$ cat src/rtl/motor_pkg.sv
// Shared types for the H-bridge motor driver: channel FSM states, bridge IN
// pin encodings and the duty-to-compare conversion.
package motor_pkg;

  typedef enum logic [2:0] {
    IDLE,
    RUN,
    DECEL,
    DEAD,
    BRAKE
  } motor_state_t;

  // IN pair as {INx1, INx2} for a normally mounted motor.
  localparam logic [1:0] IN_FWD   = 2'b10;
  localparam logic [1:0] IN_REV   = 2'b01;
  localparam logic [1:0] IN_COAST = 2'b00;
  localparam logic [1:0] IN_BRAKE = 2'b11;

  // Scales a duty value (full scale 2**duty_w) onto the PWM period.
  function automatic logic [63:0] pwm_cmp(input logic [31:0]  cur,
                                          input logic [31:0]  period,
                                          input int unsigned  duty_w = 10);
    logic [63:0] prod;
    prod = 64'(cur) * 64'(period);
    return prod >> duty_w;
  endfunction

endpackage

$ cat src/rtl/motor_channel.sv
// One bridge channel: run/decel/dead/brake FSM, slew limiter, compare latch
// and registered PWM. Slew limiting is only active when MOTOR_RAMP_EN is defined.
module motor_channel
  import motor_pkg::*;
#(
  parameter int unsigned DUTY_W       = 10,
  parameter int unsigned PERIOD       = 4000,
  parameter int unsigned RAMP_STEP    = 8,
  parameter int unsigned DEAD_PERIODS = 4,
  parameter int unsigned CNT_W        = $clog2(PERIOD)
) (
  input  logic               clk,
  input  logic               rst,
  input  logic               tick,
  input  logic [CNT_W-1:0]   cnt_nxt,
  input  logic [DUTY_W-1:0]  duty,
  input  logic               dir,
  input  logic               brake,
  output logic               pwm,
  output logic               at_target,
  output logic               dir_o,
  output motor_state_t       state_o
);

  localparam int unsigned CMP_W = DUTY_W + CNT_W;
  localparam int unsigned DC_W  = $clog2(DEAD_PERIODS + 1);
`ifdef MOTOR_RAMP_EN
  localparam bit RAMP_ON = 1'b1;
`else
  localparam bit RAMP_ON = 1'b0;
`endif
  // Without the ramp the step is full scale, so every update lands on target.
  localparam logic [DUTY_W-1:0] STEP = RAMP_ON ? DUTY_W'(RAMP_STEP) : {DUTY_W{1'b1}};

  motor_state_t      state_q, state_d;
  logic              dir_q, dir_d;
  logic [DUTY_W-1:0] cur_q, cur_d;
  logic [CMP_W-1:0]  cmp_q, cmp_d;
  logic [DC_W-1:0]   dead_q, dead_d;
  logic              pwm_q, pwm_d;
  logic              at_target_q, at_target_d;

  function automatic logic [DUTY_W-1:0] step_to(input logic [DUTY_W-1:0] from,
                                                input logic [DUTY_W-1:0] to);
    if (to >= from) return ((to - from) > STEP) ? from + STEP : to;
    else            return ((from - to) > STEP) ? from - STEP : to;
  endfunction

  always_comb begin
    state_d = state_q;
    dir_d   = dir_q;
    cur_d   = cur_q;
    cmp_d   = cmp_q;
    dead_d  = dead_q;
    if (brake) begin
      state_d = BRAKE;
      cur_d   = '0;
    end else if (tick) begin
      case (state_q)
        IDLE: if (duty != '0) begin
          state_d = RUN;
          dir_d   = dir;
          cur_d   = step_to('0, duty);
        end
        RUN: begin
          if (dir != dir_q) state_d = (cur_q == '0) ? DEAD : DECEL;
          else if (duty == '0 && cur_q == '0) state_d = IDLE;
          else cur_d = step_to(cur_q, duty);
        end
        DECEL: begin
          if (dir == dir_q) begin
            state_d = RUN;
          end else begin
            cur_d = (cur_q > STEP) ? cur_q - STEP : '0;
            if (cur_d == '0) state_d = DEAD;
          end
        end
        DEAD: begin
          if (dead_q == DC_W'(DEAD_PERIODS - 1)) state_d = IDLE;
          else dead_d = dead_q + 1'b1;
        end
        BRAKE:   state_d = DEAD;
        default: state_d = IDLE;
      endcase
    end
    // The dead counter only runs while in DEAD; any other state rearms it.
    if (state_d != DEAD) dead_d = '0;
    if (tick) cmp_d = CMP_W'(pwm_cmp(32'(cur_d), 32'(PERIOD), DUTY_W));
    pwm_d       = (state_d == BRAKE) || ({{DUTY_W{1'b0}}, cnt_nxt} < cmp_d);
    at_target_d = (cur_d == duty) && (state_d == RUN || state_d == IDLE);
  end

  always_ff @(posedge clk or posedge rst) begin
    if (rst) begin
      state_q     <= IDLE;
      dir_q       <= 1'b0;
      cur_q       <= '0;
      cmp_q       <= '0;
      dead_q      <= '0;
      pwm_q       <= 1'b0;
      at_target_q <= 1'b1;
    end else begin
      state_q     <= state_d;
      dir_q       <= dir_d;
      cur_q       <= cur_d;
      cmp_q       <= cmp_d;
      dead_q      <= dead_d;
      pwm_q       <= pwm_d;
      at_target_q <= at_target_d;
    end
  end

  assign pwm       = pwm_q;
  assign at_target = at_target_q;
  assign dir_o     = dir_q;
  assign state_o   = state_q;

endmodule

$ cat src/rtl/motor_drive.sv
// Multi-channel H-bridge driver top: shared phase-aligned PWM counter, period
// tick, per-channel IN encoding and mirror swap. Ramp feature: MOTOR_RAMP_EN.
module motor_drive
  import motor_pkg::*;
#(
  parameter int unsigned          CHANNELS     = 2,
  parameter int unsigned          DUTY_W       = 10,
  parameter int unsigned          CLK_HZ       = 100_000_000,
  parameter int unsigned          PWM_HZ       = 25_000,
  parameter int unsigned          RAMP_STEP    = 8,
  parameter int unsigned          DEAD_PERIODS = 4,
  parameter logic [CHANNELS-1:0]  MIRROR       = CHANNELS'(2'b01)
) (
  input  logic                         clk,
  input  logic                         rst,
  input  logic [CHANNELS*DUTY_W-1:0]   duty,
  input  logic [CHANNELS-1:0]          dir,
  input  logic [CHANNELS-1:0]          brake,
  output logic [CHANNELS-1:0]          pwm,
  output logic [2*CHANNELS-1:0]        in_pair,
  output logic [CHANNELS-1:0]          at_target,
  output logic                         period_tick
);

  localparam int unsigned PERIOD = CLK_HZ / PWM_HZ;
  localparam int unsigned CNT_W  = $clog2(PERIOD);

  logic [CNT_W-1:0] cnt_q, cnt_d;
  logic             tick;

  assign tick = (cnt_q == CNT_W'(PERIOD - 1));

  always_comb begin
    cnt_d = tick ? '0 : cnt_q + 1'b1;
  end

  always_ff @(posedge clk or posedge rst) begin
    if (rst) cnt_q <= '0;
    else     cnt_q <= cnt_d;
  end

  assign period_tick = tick;

  for (genvar i = 0; i < CHANNELS; i++) begin : g_ch
    motor_state_t st;
    logic         dq;
    logic [1:0]   in_raw;

    // Channels see the next count so their registered pwm lines up with cnt.
    motor_channel #(
      .DUTY_W       (DUTY_W),
      .PERIOD       (PERIOD),
      .RAMP_STEP    (RAMP_STEP),
      .DEAD_PERIODS (DEAD_PERIODS),
      .CNT_W        (CNT_W)
    ) u_ch (
      .clk       (clk),
      .rst       (rst),
      .tick      (tick),
      .cnt_nxt   (cnt_d),
      .duty      (duty[i*DUTY_W +: DUTY_W]),
      .dir       (dir[i]),
      .brake     (brake[i]),
      .pwm       (pwm[i]),
      .at_target (at_target[i]),
      .dir_o     (dq),
      .state_o   (st)
    );

    always_comb begin
      in_raw = IN_COAST;
      case (st)
        RUN, DECEL: in_raw = dq ? IN_FWD : IN_REV;
        BRAKE:      in_raw = IN_BRAKE;
        default:    in_raw = IN_COAST;
      endcase
    end

    assign in_pair[2*i +: 2] = MIRROR[i] ? {in_raw[0], in_raw[1]} : in_raw;
  end

endmodule

$ cat config.mk
export PLATFORM = sky130hd
export DESIGN_NAME = motor_drive
export DESIGN_NICKNAME = d
export VERILOG_FILES = /design/src/rtl/motor_pkg.sv /design/src/rtl/motor_channel.sv /design/src/rtl/motor_drive.sv
export SDC_FILE = /design/constraint.sdc
export NUM_CORES = 1
export LEC_CHECK = 0
export ABC_CLOCK_PERIOD_IN_PS = 9800
export BUFFER_PORTS_ARGS = -buffer_cell sky130_fd_sc_hd__buf_2
export CORE_ASPECT_RATIO = 1.75
export CORE_UTILIZATION = 40
export DETAILED_ROUTE_END_ITERATION = 10
export GPL_TIMING_DRIVEN = 0
export PLACE_DENSITY_LB_ADDON = 0.25
export SLEW_MARGIN = 20
export SYNTH_ARGS = -nofsm -noshare
export SYNTH_HDL_FRONTEND = slang
export SYNTH_SLANG_ARGS = --single-unit
$ cat constraint.sdc
create_clock -name clk -period 9.8 [get_ports clk]
set_input_delay 1.47 -clock clk [delete_from_list [all_inputs] [get_ports clk]]
set_output_delay 1.47 -clock clk [all_outputs]
set_load 0.01 [all_outputs]
Word-level counts from Yosys, hierarchy flattened. Cells that the tools add are included.

Bits in registers: 94. Input bits: 26. Output and inout port bits: 9. Word-level logic and storage cells: 170.

Add/subtract/negate cells: 13. Multiply operators: 2. $lt $le $gt $ge: 16. Eq/ne operators: 27. Mux-type cells: 65. Bitwise operators: 2. Reductions and logical operators: 30.

Operators by type and width (count): $mux 10 (26); $gt 10x10->1 const B (10); $mux 3 (26); $logic_not 10->1 (6); $pmux 10 s3 (2); $lt 12x22->1 (2); $mux 22 (2); $sub 10x10->10 (4); $mul 10x7->17 const B (2); $pmux 3 s5 (2); $add 10x10->10 const B (2); $eq 10x10->1 (2); $ge 10x1->1 const B (2); $ge 10x10->1 (2); $reduce_bool 10->1 (2); $sub 1x10->10 const A (2); $sub 10x10->10 const B (2); $eq 3x2->1 const B (6); $reduce_and 4->1 (4); $add 12x1->12 const B (1); $eq 12x12->1 const B (1); $eq 3x1->1 const B (4); $eq 3x3->1 const B (4); $logic_not 3->1 (4); other kinds (15) (35).

Logic depth before layout (Yosys ltp). Gate-level depths: netlist of the first run.

Depth after elaboration: 13. Gate-level depth with buffers: 34. Gate-level depth less buffers: 33.

By module. Synthesis of the first run repeated with hierarchy kept, for this count alone.

Cells, all modules: 874. Area, all modules: 8640.8 um^2.

Modules (own cells, without submodules): motor_channel at g_ch[1].u_ch (instances 1, cells each 405, area each 3957.5 um^2, seq. area each 1027.2 um^2); motor_channel at g_ch[0].u_ch (instances 1, cells each 389, area each 3943.8 um^2, seq. area each 1027.2 um^2); motor_drive (instances 1, cells each 80, area each 739.5 um^2, seq. area each 300.3 um^2).

Worst setup path after synthesis of the first run. No wires, ideal clock.

Path type: input to register. From: in dir[0]. To: reg g_ch[0].u_ch.pwm_q. Library setup time: 140 ps. Arrival: 8001 ps. Data required time: 9660 ps. Path slack: 1659 ps. Stages on the path: 32. Path buffers: 1. Cells stage by stage: xnor2_1 > mux2_1 > a2111o_1 > or2_2 > clkbuf_1 > a22oi_1 > nor2_1 > inv_1 > fa_1 > fa_1 > inv_1 > fa_1 > inv_1 > fa_1 > inv_1 > ha_1 > and4_1 > nor2b_1 > o31ai_1 > nand2b_1 > a22oi_1 > nand3b_1 > a21oi_1 > xor2_1 > o21a_1 > ha_1 > and3_1 > nand3_1 > a21oi_1 > o21ai_0 > a21boi_0 > o211ai_1.

Longest elaborated chain between the ends: 9. Elaborated cells on any way between the ends: 17. Classes of those cells: 1 x mul; 1 x order compare; 3 x eq/ne; 11 x mux; 1 x reduce/logical.

Ends and longest elaborated chain: start: declaration (line motor_drive.sv:17) `input logic [CHANNELS-1:0] dir,`; $eq 1x1->1 or $ne 1x1->1 (tied branches) (line motor_channel.sv:71, motor_channel.sv:66); $mux 10, on equally long branches (line motor_channel.sv:71, motor_channel.sv:66); $pmux 10 s3 * (line motor_channel.sv:59) `case (state_q)`; $mux 10 * (line motor_channel.sv:58) `end else if (tick) begin`; $mux 10 * (line motor_channel.sv:55) `if (brake) begin`; named net g_ch[0].u_ch.cur_d[5] (line motor_channel.sv:37) `logic [DUTY_W-1:0] cur_q, cur_d;`; $mul 10x7->17 * (line motor_pkg.sv:24) `prod = 64'(cur) * 64'(period);`; $mux 22 * (line motor_channel.sv:88) `if (tick) cmp_d = CMP_W'(pwm_cmp(32'(cur_d), 32'(PERIOD), DUTY_W));`; $lt 12x22->1 * (line motor_channel.sv:89) `pwm_d = (state_d == BRAKE) || ({{DUTY_W{1'b0}}, cnt_nxt} < cmp_d);`; $logic_or 1x1->1 * (line motor_channel.sv:89); named net g_ch[0].u_ch.pwm_d (line motor_channel.sv:40) `logic pwm_q, pwm_d;`; end signal: assignment (line motor_channel.sv:108) `pwm_q <= pwm_d;`; end: declaration (line motor_channel.sv:40).

Mark *: on every way through the listed nets, which the timed path passes. The rest lies on a longest branch. A chain may end at the register's enable or synchronous reset.

Final worst setup path of the first run.
From: in duty[4]. To: reg g_ch[0].u_ch.pwm_q.

Longest elaborated chain between the ends: 13. Elaborated cells on any way between the ends: 35. Classes of those cells: 3 x add/sub; 1 x mul; 7 x order compare; 1 x eq/ne; 19 x mux; 4 x reduce/logical.

Ends and longest elaborated chain: start: declaration (line motor_drive.sv:16) `input logic [CHANNELS*DUTY_W-1:0] duty,`; $sub 10x10->10, on equally long branches (line motor_channel.sv:46, motor_channel.sv:45); $gt 10x10->1, on equally long branches (line motor_channel.sv:46, motor_channel.sv:45); $mux 10, on equally long branches (line motor_channel.sv:46, motor_channel.sv:45); $mux 10 (line motor_channel.sv:45) `if (to >= from) return ((to - from) > STEP) ? from + STEP : to;`; $mux 10 (line motor_channel.sv:67) `else if (duty == '0 && cur_q == '0) state_d = IDLE;`; $mux 10 (line motor_channel.sv:66) `if (dir != dir_q) state_d = (cur_q == '0) ? DEAD : DECEL;`; $pmux 10 s3 * (line motor_channel.sv:59); $mux 10 * (line motor_channel.sv:58); $mux 10 * (line motor_channel.sv:55); named net g_ch[0].u_ch.cur_d[3] (line motor_channel.sv:37); $mul 10x7->17 * (line motor_pkg.sv:24); $mux 22 * (line motor_channel.sv:88); $lt 12x22->1 * (line motor_channel.sv:89); $logic_or 1x1->1 * (line motor_channel.sv:89); named net g_ch[0].u_ch.pwm_d (line motor_channel.sv:40).

Marked as above.

==> impl_metrics.ini, run 1 <==
[synthesis]
yosysWarnings = 0
async_reset_ff_share_pct = 100
synth_nets = 1047
synth_seq_area_share_pct = 28.1
syn_area_sq_um = 8380
synth_top_area_share_pct = 27.5
ys_ff_latch = 94
synth-edff-count = 0
synth.top_cells.by_area = dfrtp_1 27%, ha_1 16%, fa_1 13%, inv_1 5.5%, xnor2_1 4.2%
synth_flop_cell = dfrtp_1
synth_cells = 856
ys_types = 69
avgSynthCellArea_sq_um = 9.79
synth_top_cell_by_area = dfrtp_1

[global_routing]
grt_pass1_wl_mm = 31.9
grt_pass1_vias = 6555
antenna_found_initial = 0
overflow = 0
track_usage_pct = 19.1
grt_max_degree = 57

[placed_design]
gp_congestion = 0.822
placedCellCount = 1137
io_buffers = 32
dpl.hpwl_mm = 16.1

[critical_path]
worstPathRequired_ns = 10.02
r2r_cells = 34
ff2ff_setup_slack_ns = 0.76
r2r_start = cnt_q[0]
path_class = in -> reg
cp_max_fo = 8
worstPathArrival_ns = 9.41
max_stage_delay_ns = 0.56
crit_start = duty[4]
start_kind = input port
endpoint_kind = flip-flop
crit_path_end = g_ch[0].u_ch.pwm
cp_slowest_cell = fa_1
r2r_end = g_ch[0].u_ch.pwm

[clocking]
clk_pin_slew_worst_paths_ns = 0.07
h-tree-depth = 3
cts_tree = built
cts_made_buffers = 9
cts_root_buffer = clkbuf_16
clock-sinks = 94
cts.path.max_buffers = 2
cts_setup_buffers = 0
clock_latency_ns = 0.36

[cells_and_area]
n_antenna_cell = 0
layout_common_cells = 122 x inv_1, 110 x ha_1, 92 x dfrtp_1
syn2layout_area_growth_pct = 10.0
instances_no_fill = 1153
final_common_cell = inv_1
drive_gt1_share_pct = 8.84
nets = 1091
fill_cells = 1974

[floorplanning]
start_util_pct = 40.9
core-area_sq_um = 20500
std_cell_rows = 69
num_io_pins = 35
chipHeight_um = 193
die_w_um = 111
die_area_sq_um = 21600

[drt]
drtIter0Drc = 232
drt_first_pass_iters = 7
ant_nets = 0
vias_per_cell = 5.27
met2_wirelength_mm = 11.0
post_drt_wl_per_cell_um = 16.7
wirelength_mm = 19.2
vias = 6073
dr.max_layer_used = met4
met3_length_um = 339
wl_met1_mm = 6.66
drc = 9

[run_status]
outcome = finished with violations
violations = design-rule violations

[sta]
finalSetupTns_ns = 0
final-max-slew-violation-count = 0
fmax_mhz = 109
setup_viol = 0
relSlewSlack_pct = 31.8
worst_pin_slew_ns = 1.02
period_share_pct = 93.7
rsz0062_at_grt = false
fin_crit_ns = 9.18
finalHoldViolations = 0
fin_skew_ns = 0.00797

[power]
p_per_area_nw_per_um2 = 88.1
p_int_w = 0.000627
pwr-share-seq_pct = 47.7
power_frac_clock_pct = 48.8
max-vdd-ir-drop_v = 0.0000719
p_switching_w = 0.000185
leakage_nw = 4.73
design_power_total_w = 0.000812
comb_power_share_pct = 3.5
netSwitchingFraction_pct = 22.8

[job]
cap_violations = 0

[hold_path]
hp-class = reg -> reg
[how the worst min path moves through the flow]
stage,from,end,cells after the start
4_1_cts,g_ch[0].u_ch.cmp_q[11],g_ch[0].u_ch.cmp_q[11],2
3_5_place_dp,g_ch[1].u_ch.cmp_q[11],g_ch[1].u_ch.cmp_q[11],2
5_1_grt,g_ch[1].u_ch.cmp_q[1],g_ch[1].u_ch.cmp_q[1],2
2_1_floorplan,g_ch[1].u_ch.cmp_q[0],g_ch[1].u_ch.cmp_q[0],2
6_report,g_ch[0].u_ch.cmp_q[11],g_ch[0].u_ch.cmp_q[11],2
3_3_place_gp,g_ch[1].u_ch.cmp_q[8],g_ch[1].u_ch.cmp_q[8],2
[power groups by stage]
| stage | Clock (W) | Combinational (W) | Sequential [W] |
|---|---|---|---|
| floorplan | 0 | 0.0000142 | 0.000395 |
| global placement | 0 | 0.0000277 | 0.000395 |
| detailed placement | 0 | 0.0000295 | 0.000395 |
| CTS | 0.000405 | 0.0000295 | 0.000388 |
| global route | 0.000419 | 0.0000321 | 0.000387 |
| finish | 0.000396 | 0.0000286 | 0.000388 |
[registers in the layout, indices dropped and copies added (netlist names)]
register / count
cnt_q: 12
g_ch.u_ch.at_target: 2
g_ch.u_ch.cmp_q: 44
g_ch.u_ch.cur_q: 20
g_ch.u_ch.dead_q: 6
g_ch.u_ch.dir_o: 2
g_ch.u_ch.pwm: 2
g_ch.u_ch.state_o: 6
[per-layer routing]
layer,vias to the layer above,global-route usage [%]
li1,2991,-
met1,2950,17.8
met2,79,37.8
met3,53,2.26
met4,0,12.8
met5,-,0
[area by class of cell]
class                           count  area, sq um  area share, %
Clock inverter                      7          109           1.18
Inverter                          123          467           5.06
Timing Repair Buffer               33          188           2.04
Clock buffer                        9          225           2.44
Multi-Input combinational cell    611         5440           59.0
Buffer                             28          129           1.40
Sequential cell                    94         2350           25.5
Tap cell                          248          310           3.37
[synthesized netlist by cell type, types with 3 or more instances]
cell type,count
inv_1,123
ha_1,110
dfrtp_1,92
fa_1,55
nor2_1,52
a21oi_1,42
nand2_1,42
xnor2_1,40
xor2_1,27
and2_1,25
clkbuf_1,18
o21ai_0,18
nand3_1,16
a21o_1,14
a22oi_1,14
mux2i_1,13
nand4_1,13
o21a_1,11
nor3_1,10
a31oi_1,9
and3_1,9
nor4_1,8
buf_4,6
nand2b_1,6
nor2b_1,6
o31ai_1,5
and4_1,4
mux2_2,4
nand3b_1,4
o211ai_1,4
a211oi_1,3
a21boi_0,3
buf_1,3
[critical path: cells and delay by family]
family	cells	cell delay, ns
adders and majority gates	6	2.63
AOI/OAI and AO/OA	9	1.52
xor gates and xnor gates	1	0.32
buffers and inverters	6	0.83
and+or+nand+nor	11	2.62
[timing repair]
action | CTS | global route
gates resized for setup | 0 | 1
hold buffers | 0 | 0
setup endpoints to repair | 0 | 1
[cells by family (layout without fill, tap and decap cells)]
kind of cell,after synthesis,after routing,share of synthesized area [%]
multiplexers,18,18,2.23
XOR/XNOR,67,67,7.00
AND/OR/NAND/NOR,210,210,13.4
adder cells (fa/ha/maj),165,165,29.6
buffers and inverters,151,200,7.05
AO/OA/AOI/OAI,151,151,12.6
flip-flops,94,94,28.1
[metrics by stage]
step                area, sq um  util, %  hold slack [ns]  worst slack, ns
floorplan                  8380        -            0.440             1.66
global placement           8850     43.2            0.458            0.112
detailed placement         8880     43.4            0.470            0.128
CTS                        9220     45.0            0.486            0.487
global route               9220     45.0            0.504           0.0571
finish                     9220     45.0            0.476            0.616
(Power assumes the default switching activity.)
==> run 2: changes to the inputs <==
--- a/config.mk
+++ b/config.mk
@@ -8,6 +8,7 @@
 export ABC_CLOCK_PERIOD_IN_PS = 9800
 export BUFFER_PORTS_ARGS = -buffer_cell sky130_fd_sc_hd__buf_2
 export CORE_ASPECT_RATIO = 1.75
+export CORE_MARGIN = 2
 export CORE_UTILIZATION = 40
 export DETAILED_ROUTE_END_ITERATION = 10
 export GPL_TIMING_DRIVEN = 0
==> impl_metrics.ini, run 2 (synthesized netlist as in run 1, its figures left out) <==
[sta]
period_share_pct = 93.2
worst_pin_slew_ns = 0.982
setup_viol = 0
relSlewSlack_pct = 34.6
fin_skew_ns = 0.0130
finalHoldViolations = 0
final-max-slew-violation-count = 0
fmax_mhz = 109
finalSetupTns_ns = 0
rsz0062_at_grt = false
fin_crit_ns = 9.14

[critical_path]
worstPathArrival_ns = 9.33
path_class = in -> reg
cp_max_fo = 8
endpoint_kind = flip-flop
max_stage_delay_ns = 0.58
cp_slowest_cell = nor2_1
crit_path_end = g_ch[0].u_ch.pwm
r2r_end = g_ch[0].u_ch.pwm
worstPathRequired_ns = 10.00
start_kind = input port
ff2ff_setup_slack_ns = 0.90
r2r_start = cnt_q[0]
crit_start = duty[1]
r2r_cells = 34

[power]
leakage_nw = 4.71
p_per_area_nw_per_um2 = 83.8
design_power_total_w = 0.000770
max-vdd-ir-drop_v = 0.0000804

[clocking]
clock-sinks = 94
clk_pin_slew_worst_paths_ns = 0.08
cts.path.max_buffers = 2
cts_tree = built
cts_root_buffer = clkbuf_16
cts_made_buffers = 9
cts_hold_buf = 0
ctsResizeCount = 0
cts_setup_buffers = 0
clock_latency_ns = 0.35
h-tree-depth = 3

[global_routing]
grt_max_degree = 74
grt_pass1_wl_mm = 31.4
antenna_found_initial = 0
grt_pass1_vias = 6386
overflow = 0
track_usage_pct = 17.8

[cells_and_area]
drive_gt1_share_pct = 8.73
multi_input_area_sq_um = 5430
reg_top3 = g_ch.u_ch.cmp_q (44), g_ch.u_ch.cur_q (20), cnt_q (12)
syn2layout_area_growth_pct = 9.68
regMostFlops = g_ch.u_ch.cmp_q
seq_area_sq_um = 2350
instances_no_fill = 1157
nets = 1091
layout_common_cells = 122 x inv_1, 110 x ha_1, 92 x dfrtp_1
n_antenna_cell = 0
largest_register_ffs = 44
final_common_cell = inv_1
fill_cells = 2005

[floorplanning]
core-area_sq_um = 20800
num_io_pins = 35
chipHeight_um = 195
start_util_pct = 40.4
die_w_um = 113
die_area_sq_um = 22200
std_cell_rows = 70

[run_status]
outcome = finished, final reports clean

[job]
cap_violations = 0

[placed_design]
gp_congestion = 0.840
io_buffers = 32
dpl.hpwl_mm = 15.1
placedCellCount = 1141

[drt]
vias = 6044
drtIter0Drc = 283
post_drt_wl_per_cell_um = 16.1
vias_per_cell = 5.22
ant_nets = 0
drt_first_pass_iters = 4
wirelength_mm = 18.6
drc = 0

[hold_path]
hp-class = reg -> reg
## run 2: per-layer routing
| metal | GRT usage [%] | share of wire (%) | vias up |
|---|---|---|---|
| met3 | 1.52 | 1.6 | 39 |
| met1 | 19.2 | 38 | 2916 |
| li1 | - | - | 2994 |
| met5 | 0 | 0 | - |
| met4 | 6.37 | 3.3 | 0 |
| met2 | 35.2 | 57 | 95 |
## run 2: through the flow
step	worst slack [ns]	utilization, %	hold WS (ns)	area [sq um]
floorplan	1.66	-	0.440	8380
global placement	0.111	42.7	0.456	8850
detailed placement	0.144	42.8	0.461	8890
CTS	0.511	44.3	0.481	9190
global route	0.0175	44.3	0.497	9190
finish	0.664	44.3	0.480	9190
## run 2: where the power goes
group                     switching [W]  internal [W]   total, W
clock network                  0.000172      0.000181   0.000354
logic                         0.0000194    0.00000931  0.0000287
registers      0.0000000000000000000219      0.000388   0.000388
total                          0.000192      0.000578   0.000770
## run 2: worst max-delay path, delay by kind of cell
kind                     cells  cell delay (ns)
AND/OR/NAND/NOR             11             2.68
XOR/XNOR                     1             0.10
adder cells (fa/ha/maj)      6             2.60
buffers and inverters        6             0.82
AO/OA/AOI/OAI                9             1.65
## run 2: how the worst min path moves through the flow
stage                     depth (start not counted)                endpoint              startpoint
after detailed placement                          2   g_ch[1].u_ch.cmp_q[0]   g_ch[1].u_ch.cmp_q[0]
final                                             2   g_ch[0].u_ch.cmp_q[4]   g_ch[0].u_ch.cmp_q[4]
after global routing                              2   g_ch[1].u_ch.cmp_q[0]   g_ch[1].u_ch.cmp_q[0]
after CTS                                         2  g_ch[0].u_ch.cmp_q[11]  g_ch[0].u_ch.cmp_q[11]
after floorplan                                   2   g_ch[1].u_ch.cmp_q[0]   g_ch[1].u_ch.cmp_q[0]
after global placement                            2   g_ch[1].u_ch.cmp_q[0]   g_ch[1].u_ch.cmp_q[0]
## run 2: final cells by class
type	count	area share, %
clock inverters	7	0.844
inverters	123	5.08
well taps	252	3.43
flip-flops and latches	94	25.6
multi-input cells	611	59.1
plain buffers	28	1.40
clock buffers	9	2.45
repair buffers	33	2.04
